**config.mk**
```make
export PLATFORM = sky130hd
export DESIGN_NAME = mem_arbiter_flat
export DESIGN_NICKNAME = d
export VERILOG_FILES = /design/src/rtl/mem_arbiter_pkg.sv /design/src/rtl/mem_arbiter_if.sv /design/src/rtl/mem_arb_select.sv /design/src/rtl/mem_arbiter.sv /design/src/flat_wrapper.sv
export SDC_FILE = /design/constraint.sdc
export NUM_CORES = 1
export LEC_CHECK = 0
export BUFFER_PORTS_ARGS = -buffer_cell sky130_fd_sc_hd__buf_2
export CAP_MARGIN = 20
export CORE_ASPECT_RATIO = 0.7
export CORE_MARGIN = 2
export CORE_UTILIZATION = 50
export DETAILED_ROUTE_END_ITERATION = 8
export GPL_TIMING_DRIVEN = 0
export PLACE_DENSITY = 0.93
export SLEW_MARGIN = 20
export SYNTH_ARGS = -nofsm -noshare
export SYNTH_HDL_FRONTEND = slang
export SYNTH_SLANG_ARGS = --single-unit
```
**constraint.sdc**
```tcl
create_clock -name clock -period 3.4 [get_ports clock]
set_input_delay 1.02 -clock clock [delete_from_list [all_inputs] [get_ports clock]]
set_output_delay 1.02 -clock clock [all_outputs]
set_load 0.05 [all_outputs]
```
**src/rtl/mem_arbiter_pkg.sv**
```systemverilog
// Shared types and constants for the two-requester memory arbiter.
//   WIDTH       : default address/data width
//   CNT_W       : width of the access-latency counter (LATENCY up to 7)
//   GNT_MEM/IF  : bit positions in the one-hot grant vector
//   arbState_e  : arbiter FSM states
//   reqId_e     : requester identifiers
package mem_arbiter_pkg;

    localparam int unsigned WIDTH   = 16;
    localparam int unsigned CNT_W   = 3;
    localparam int unsigned GNT_MEM = 0;
    localparam int unsigned GNT_IF  = 1;

    typedef enum logic [1:0] {
        IDLE   = 2'd0,
        ACCESS = 2'd1,
        RESP   = 2'd2
    } arbState_e;

    typedef enum logic {
        REQ_MEM = 1'b0,
        REQ_IF  = 1'b1
    } reqId_e;

endpackage

```
**src/rtl/mem_arbiter_if.sv**
```systemverilog
// Bus bundle between the pipeline requesters, the arbiter and the RAM.
//   MEM stage : memReq/memWe/memAddr/memWData in, memRData/memAck out
//   IF stage  : ifReq/ifAddr in, ifRData/ifAck out
//   RAM       : ramEn/ramWe/ramAddr/ramWData out, ramRData in
//   Stalls    : stallMEM/stallIF out (combinational)
// slave = arbiter side, master = requesters/RAM side.
interface mem_arbiter_if #(
    parameter int unsigned WIDTH = mem_arbiter_pkg::WIDTH
);

    logic             memReq;
    logic             memWe;
    logic [WIDTH-1:0] memAddr;
    logic [WIDTH-1:0] memWData;
    logic [WIDTH-1:0] memRData;
    logic             memAck;

    logic             ifReq;
    logic [WIDTH-1:0] ifAddr;
    logic [WIDTH-1:0] ifRData;
    logic             ifAck;

    logic             ramEn;
    logic             ramWe;
    logic [WIDTH-1:0] ramAddr;
    logic [WIDTH-1:0] ramWData;
    logic [WIDTH-1:0] ramRData;

    logic             stallMEM;
    logic             stallIF;

    modport slave (
        input  memReq, memWe, memAddr, memWData, ifReq, ifAddr, ramRData,
        output memRData, memAck, ifRData, ifAck,
               ramEn, ramWe, ramAddr, ramWData, stallMEM, stallIF
    );

    modport master (
        output memReq, memWe, memAddr, memWData, ifReq, ifAddr, ramRData,
        input  memRData, memAck, ifRData, ifAck,
               ramEn, ramWe, ramAddr, ramWData, stallMEM, stallIF
    );

endinterface

```
**src/rtl/mem_arb_select.sv**
```systemverilog
// Grant selection between the MEM and IF requesters.
//   memReq, ifReq : request levels
//   lastServed    : requester served last (only with MEM_ARB_RR_EN)
//   grant         : one-hot grant, bit GNT_MEM / GNT_IF, zero when idle
// Default build: fixed MEM priority. MEM_ARB_RR_EN: on a tie, the
// requester not served last wins.
module mem_arb_select
    import mem_arbiter_pkg::*;
(
    input  logic       memReq,
    input  logic       ifReq,
`ifdef MEM_ARB_RR_EN
    input  reqId_e     lastServed,
`endif
    output logic [1:0] grant
);

    // Tie-break first, then single-request cases.
    always_comb begin
        grant = 2'b00;
        if (memReq && ifReq) begin
`ifdef MEM_ARB_RR_EN
            if (lastServed == REQ_MEM) begin
                grant[GNT_IF] = 1'b1;
            end else begin
                grant[GNT_MEM] = 1'b1;
            end
`else
            grant[GNT_MEM] = 1'b1;
`endif
        end else if (memReq) begin
            grant[GNT_MEM] = 1'b1;
        end else if (ifReq) begin
            grant[GNT_IF] = 1'b1;
        end
    end

endmodule

```
**src/rtl/mem_arbiter.sv**
```systemverilog
// Arbitrates a single-port RAM between the MEM-stage load/store port and
// the IF-stage fetch port.
//   clock : rising-edge clock
//   reset : asynchronous, active-low
//   bus   : mem_arbiter_if.slave (requests, responses, RAM side, stalls)
// Parameters: LATENCY (RAM access cycles, 1..7), WIDTH (addr/data width).
// Optional feature: define MEM_ARB_RR_EN for round-robin tie-breaking;
// otherwise MEM has fixed priority and no pointer exists.
// Timing: request sampled in IDLE, RAM driven for LATENCY cycles, one RESP
// cycle, and the Ack pulse appears on the edge that leaves RESP, i.e.
// LATENCY+1 edges after sampling; one access per LATENCY+2 cycles.
module mem_arbiter #(
    parameter int unsigned LATENCY = 2,
    parameter int unsigned WIDTH   = mem_arbiter_pkg::WIDTH
) (
    input  logic          clock,
    input  logic          reset,
    mem_arbiter_if.slave  bus
);

    import mem_arbiter_pkg::*;

    if (LATENCY < 1 || LATENCY > 7) begin : gLatencyCheck
        $error("mem_arbiter: LATENCY must be in 1..7");
    end

    arbState_e        state;
    reqId_e           granted;
    logic [CNT_W-1:0] count;
    logic [1:0]       grant;

    logic             ramEnQ;
    logic             ramWeQ;
    logic [WIDTH-1:0] ramAddrQ;
    logic [WIDTH-1:0] ramWDataQ;
    logic [WIDTH-1:0] memRDataQ;
    logic [WIDTH-1:0] ifRDataQ;
    logic             memAckQ;
    logic             ifAckQ;

`ifdef MEM_ARB_RR_EN
    reqId_e           lastServed;
`endif

    mem_arb_select uSelect (
        .memReq     (bus.memReq),
        .ifReq      (bus.ifReq),
`ifdef MEM_ARB_RR_EN
        .lastServed (lastServed),
`endif
        .grant      (grant)
    );

    // FSM, latency counter and all registered outputs.
    // ramAddr/ramWData/ramWe double as the latched request.
    always_ff @(posedge clock or negedge reset) begin
        if (!reset) begin
            state      <= IDLE;
            granted    <= REQ_MEM;
            count      <= '0;
            ramEnQ     <= 1'b0;
            ramWeQ     <= 1'b0;
            ramAddrQ   <= '0;
            ramWDataQ  <= '0;
            memRDataQ  <= '0;
            ifRDataQ   <= '0;
            memAckQ    <= 1'b0;
            ifAckQ     <= 1'b0;
`ifdef MEM_ARB_RR_EN
            lastServed <= REQ_IF;
`endif
        end else begin
            memAckQ <= 1'b0;
            ifAckQ  <= 1'b0;
            case (state)
                IDLE: begin
                    if (grant != 2'b00) begin
                        count  <= CNT_W'(LATENCY - 1);
                        ramEnQ <= 1'b1;
                        state  <= ACCESS;
                        if (grant[GNT_IF]) begin
                            // Fetches are always reads.
                            granted    <= REQ_IF;
                            ramWeQ     <= 1'b0;
                            ramAddrQ   <= bus.ifAddr;
                            ramWDataQ  <= '0;
`ifdef MEM_ARB_RR_EN
                            lastServed <= REQ_IF;
`endif
                        end else begin
                            granted    <= REQ_MEM;
                            ramWeQ     <= bus.memWe;
                            ramAddrQ   <= bus.memAddr;
                            ramWDataQ  <= bus.memWData;
`ifdef MEM_ARB_RR_EN
                            lastServed <= REQ_MEM;
`endif
                        end
                    end
                end
                ACCESS: begin
                    if (count == '0) begin
                        ramEnQ <= 1'b0;
                        ramWeQ <= 1'b0;
                        state  <= RESP;
                        // Writes leave the RData registers untouched.
                        if (!ramWeQ) begin
                            if (granted == REQ_IF) begin
                                ifRDataQ <= bus.ramRData;
                            end else begin
                                memRDataQ <= bus.ramRData;
                            end
                        end
                    end else begin
                        count <= count - CNT_W'(1);
                    end
                end
                RESP: begin
                    if (granted == REQ_IF) begin
                        ifAckQ <= 1'b1;
                    end else begin
                        memAckQ <= 1'b1;
                    end
                    state <= IDLE;
                end
                default: begin
                    state <= IDLE;
                end
            endcase
        end
    end

    assign bus.ramEn    = ramEnQ;
    assign bus.ramWe    = ramWeQ;
    assign bus.ramAddr  = ramAddrQ;
    assign bus.ramWData = ramWDataQ;
    assign bus.memRData = memRDataQ;
    assign bus.ifRData  = ifRDataQ;
    assign bus.memAck   = memAckQ;
    assign bus.ifAck    = ifAckQ;

    // Stall whoever is still waiting for its Ack.
    assign bus.stallMEM = bus.memReq & ~memAckQ;
    assign bus.stallIF  = bus.ifReq & ~ifAckQ;

endmodule
```
**src/flat_wrapper.sv**
```systemverilog
// flat-port wrapper written by rule: the top's interface ports become plain ports
module mem_arbiter_flat import mem_arbiter_pkg::*;
#(
    parameter int unsigned LATENCY = 2,
    parameter int unsigned WIDTH   = mem_arbiter_pkg::WIDTH
)
  (clock, reset, bus_memReq, bus_memWe, bus_memAddr, bus_memWData, bus_ifReq, bus_ifAddr, bus_ramRData, bus_memRData, bus_memAck, bus_ifRData, bus_ifAck, bus_ramEn, bus_ramWe, bus_ramAddr, bus_ramWData, bus_stallMEM, bus_stallIF);
  mem_arbiter_if #(.WIDTH(WIDTH)) bus_i ();
  input  logic clock;
  input  logic reset;
  input wire logic [$bits(bus_i.memReq)-1:0] bus_memReq;
  input wire logic [$bits(bus_i.memWe)-1:0] bus_memWe;
  input wire logic [$bits(bus_i.memAddr)-1:0] bus_memAddr;
  input wire logic [$bits(bus_i.memWData)-1:0] bus_memWData;
  input wire logic [$bits(bus_i.ifReq)-1:0] bus_ifReq;
  input wire logic [$bits(bus_i.ifAddr)-1:0] bus_ifAddr;
  input wire logic [$bits(bus_i.ramRData)-1:0] bus_ramRData;
  output wire logic [$bits(bus_i.memRData)-1:0] bus_memRData;
  output wire logic [$bits(bus_i.memAck)-1:0] bus_memAck;
  output wire logic [$bits(bus_i.ifRData)-1:0] bus_ifRData;
  output wire logic [$bits(bus_i.ifAck)-1:0] bus_ifAck;
  output wire logic [$bits(bus_i.ramEn)-1:0] bus_ramEn;
  output wire logic [$bits(bus_i.ramWe)-1:0] bus_ramWe;
  output wire logic [$bits(bus_i.ramAddr)-1:0] bus_ramAddr;
  output wire logic [$bits(bus_i.ramWData)-1:0] bus_ramWData;
  output wire logic [$bits(bus_i.stallMEM)-1:0] bus_stallMEM;
  output wire logic [$bits(bus_i.stallIF)-1:0] bus_stallIF;
  assign bus_i.memReq = bus_memReq;
  assign bus_i.memWe = bus_memWe;
  assign bus_i.memAddr = bus_memAddr;
  assign bus_i.memWData = bus_memWData;
  assign bus_i.ifReq = bus_ifReq;
  assign bus_i.ifAddr = bus_ifAddr;
  assign bus_i.ramRData = bus_ramRData;
  assign bus_memRData = bus_i.memRData;
  assign bus_memAck = bus_i.memAck;
  assign bus_ifRData = bus_i.ifRData;
  assign bus_ifAck = bus_i.ifAck;
  assign bus_ramEn = bus_i.ramEn;
  assign bus_ramWe = bus_i.ramWe;
  assign bus_ramAddr = bus_i.ramAddr;
  assign bus_ramWData = bus_i.ramWData;
  assign bus_stallMEM = bus_i.stallMEM;
  assign bus_stallIF = bus_i.stallIF;
  mem_arbiter #(.LATENCY(LATENCY), .WIDTH(WIDTH)) u_core (.clock(clock), .reset(reset), .bus(bus_i));
endmodule
```
==> results.md <==
* Status: complete, no violations
* Number of diodes at 0
* Layout Nets at 420
* Tcrit/Tclk final at 77.3%
* Hold Path Cell Cnt at 2
* Most common cell in the synthesized netlist: dfrtp_1
* Core area at 5810 um2
* Final setup vio count at 0
* GP Congestion at 0.764
* Top post-synthesis cells by area: dfrtp_1 60%, mux2_2 20%, mux2_4 4.9%
* Reg-to-reg slack, setup at 1110 ps
* Worst EP arrival at 1610 ps
* Cell count after synthesis at 200
* Reg-to-reg critical path startpoint: u_core.count[0]
* Largest delay share family, worst path: buffers and inverters
* Post-synth top area cell: dfrtp_1
* DRT Pass-1 Iters at 4
* CP max stage delay at 270 ps
* Post-cts resize count at 0
* Max clock buf depth at 2
* DP HPWL at 5410 um
* Post-Syn Area at 3070 um2
* CTS root buffer: clkbuf_8
* Final WL at 6990 um
* Die Wd at 97.6 um
* Setup TNS at 0 ps
* Largest net degree at the start of global routing at 39
* Number of synthesized flops with an enable pin at 0
* Fmax at 0.380 GHz
* Total CTS buffers at 9
* Hold worst-path end: u_core.bus.ramEn
* Seq/Total Area, Yosys at 60.4%
* Worst R2R Path Depth at 7
* Via density at 5.06
* RSZ-0062 raised after global routing: false
* Ys async rst share at 100%
* Final setup skew at 8.65 ps
* ANT nets after route at 0
* Drt wl/cell at 16.3 um
* Seq cells post-synth at 74
* Syn Nets at 271
* DRC violations left at 0
* Critical-path cell list: clkbuf_2 > nor2b_1 > buf_2
* Synth warn at 0
* Hold path start: u_core.bus.ramEn
* DIE HEIGHT at 69.5 um
* GRT overflow at 0
* Startpoint types: input port
* Fillcell total at 444
* Clock transition at path regs at 80 ps
* Top cell type's share of synthesized area at 60.4%
* Layout area overhead at 31.7%
* Kind of critical path: input port to output pin
* DR vias at 2169
* Slew margin rel. at 60.7%
* Worst Hold Class: register to register
* Syn Area/Cell at 15.3 um2
* Final hold violation count at 0
* DR iter-0 viols at 59
* CTS tree: yes
* Post-CTS Hold Buffers at 0
* H-tree levels at 3
* Initial antenna violation count at 0
* Crit Path Max Fanout at 8
* Row Count at 23
* Crit path capture type: output pin
* Worst path required time at 2380 ps
* Worst-Margin Slew at 586 ps
* Main synth FF type: dfrtp_1
* PortBufs at 137
* Synth top cells by count: 74 x dfrtp_1, 54 x mux2_2, 15 x a22o_1
* Vias in the first global route at 2357
* I/O pins at 139
* Critical path buffers and inverters at 2
* Post-CTS setup buffers at 0
* Die area at 6780 um2
* Worst reg2reg path endpoint: u_core.bus.memRData[1]
* Initial cell density of the core at 52.7%
* Critical-path top delay cell: buf_2
* Max-Cap Viols at 0
* GRT Total Usage at 21.6%
* Worst path depth at 3
* Synth unique cells at 30
* Layout cell share with drive strength beyond 1 at 65.5%
* Clk_lat worst skew at 330 ps
* Final Critical Period at 2630 ps
* Fin. max-slew vios at 0
* Sink Count at 74
* Global-route wire length before repair at 11500 um
## how the worst max path moves through the flow
stage | slack [ps] | start | endpoint
after floorplan | 490 | bus_memReq | bus_stallMEM
after global placement | 790 | bus_memReq | bus_stallMEM
after detailed placement | 770 | bus_memReq | bus_stallMEM
after CTS | 770 | bus_memReq | bus_stallMEM
after global routing | 730 | bus_ifReq | bus_stallIF
final | 770 | bus_memReq | bus_stallMEM
## layout by cell type, fill, tap and decap left out, types with 2 or more instances in the layout
master and instances:
a21oi_1 2, a22o_1 15, buf_12 2, buf_2 141
buf_4 2, clkbuf_1 4, clkbuf_8 9, clkinv_2 2
clkinvlp_4 2, dfrtp_1 74, ha_1 2, inv_1 5
mux2_2 54, mux2_4 10, nand2_1 3, nor2_1 4
nor2b_1 4, o2bb2ai_1 2
## layout make-up
class                           count  area, um2  area share (%)
Sequential cell                    74       1850            45.9
Buffer                             12       80.1            1.98
Tap cell                           75       93.8            2.32
Clock inverter                      6       42.5            1.05
Multi-Input combinational cell    109       1110            27.6
Clock buffer                       10        128            3.16
Timing Repair Buffer              138        708            17.5
Inverter                            5       18.8           0.465
## flip-flops by register name (all words and copies together) (netlist names)
signal	flops
u_core.granted	1
u_core.state	2
u_core.bus.ifAck	1
u_core.bus.ramWData	16
u_core.bus.ifRData	16
u_core.bus.ramAddr	16
u_core.bus.memAck	1
u_core.count	3
u_core.bus.ramWe	1
u_core.bus.memRData	16
u_core.bus.ramEn	1
## metal layers
layer / vias up / wire length (um) / global-route usage, %
met5: - / 0 / 0
met4: 0 / 130 / 8.02
met3: 12 / 346 / 6.55
met2: 71 / 3660 / 37.2
met1: 1071 / 2850 / 25.7
li1: 1015 / - / -
## logic make-up after synthesis
group                    Yosys count  synth area share, %
flip-flops                        74                 60.4
multiplexers                      64                 24.7
AO/OA/AOI/OAI                     23                 6.25
AND/OR/NAND/NOR                   20                 4.57
buffers and inverters             17                 3.22
adder cells (fa/ha/maj)            2                0.816
## tightest hold or removal path, cell delays in order, from the launching register on
cell and delay [ps]:
dfrtp_1 350, nand2_1 50, nand2_1 50
## through the flow
stage	util, %	setup WS [ps]	hold WS (ps)	std cells	cell area (um2)
finish	69.5	770	480	429	4040
global route	69.5	729	501	429	4040
CTS	69.5	769	481	429	4040
detailed placement	66.5	773	462	413	3870
global placement	66.1	794	459	412	3840
floorplan	-	490	456	200	3070
Power is not shown: default switching activity piles up to over one toggle a cycle in this logic, so the estimate is an artifact.
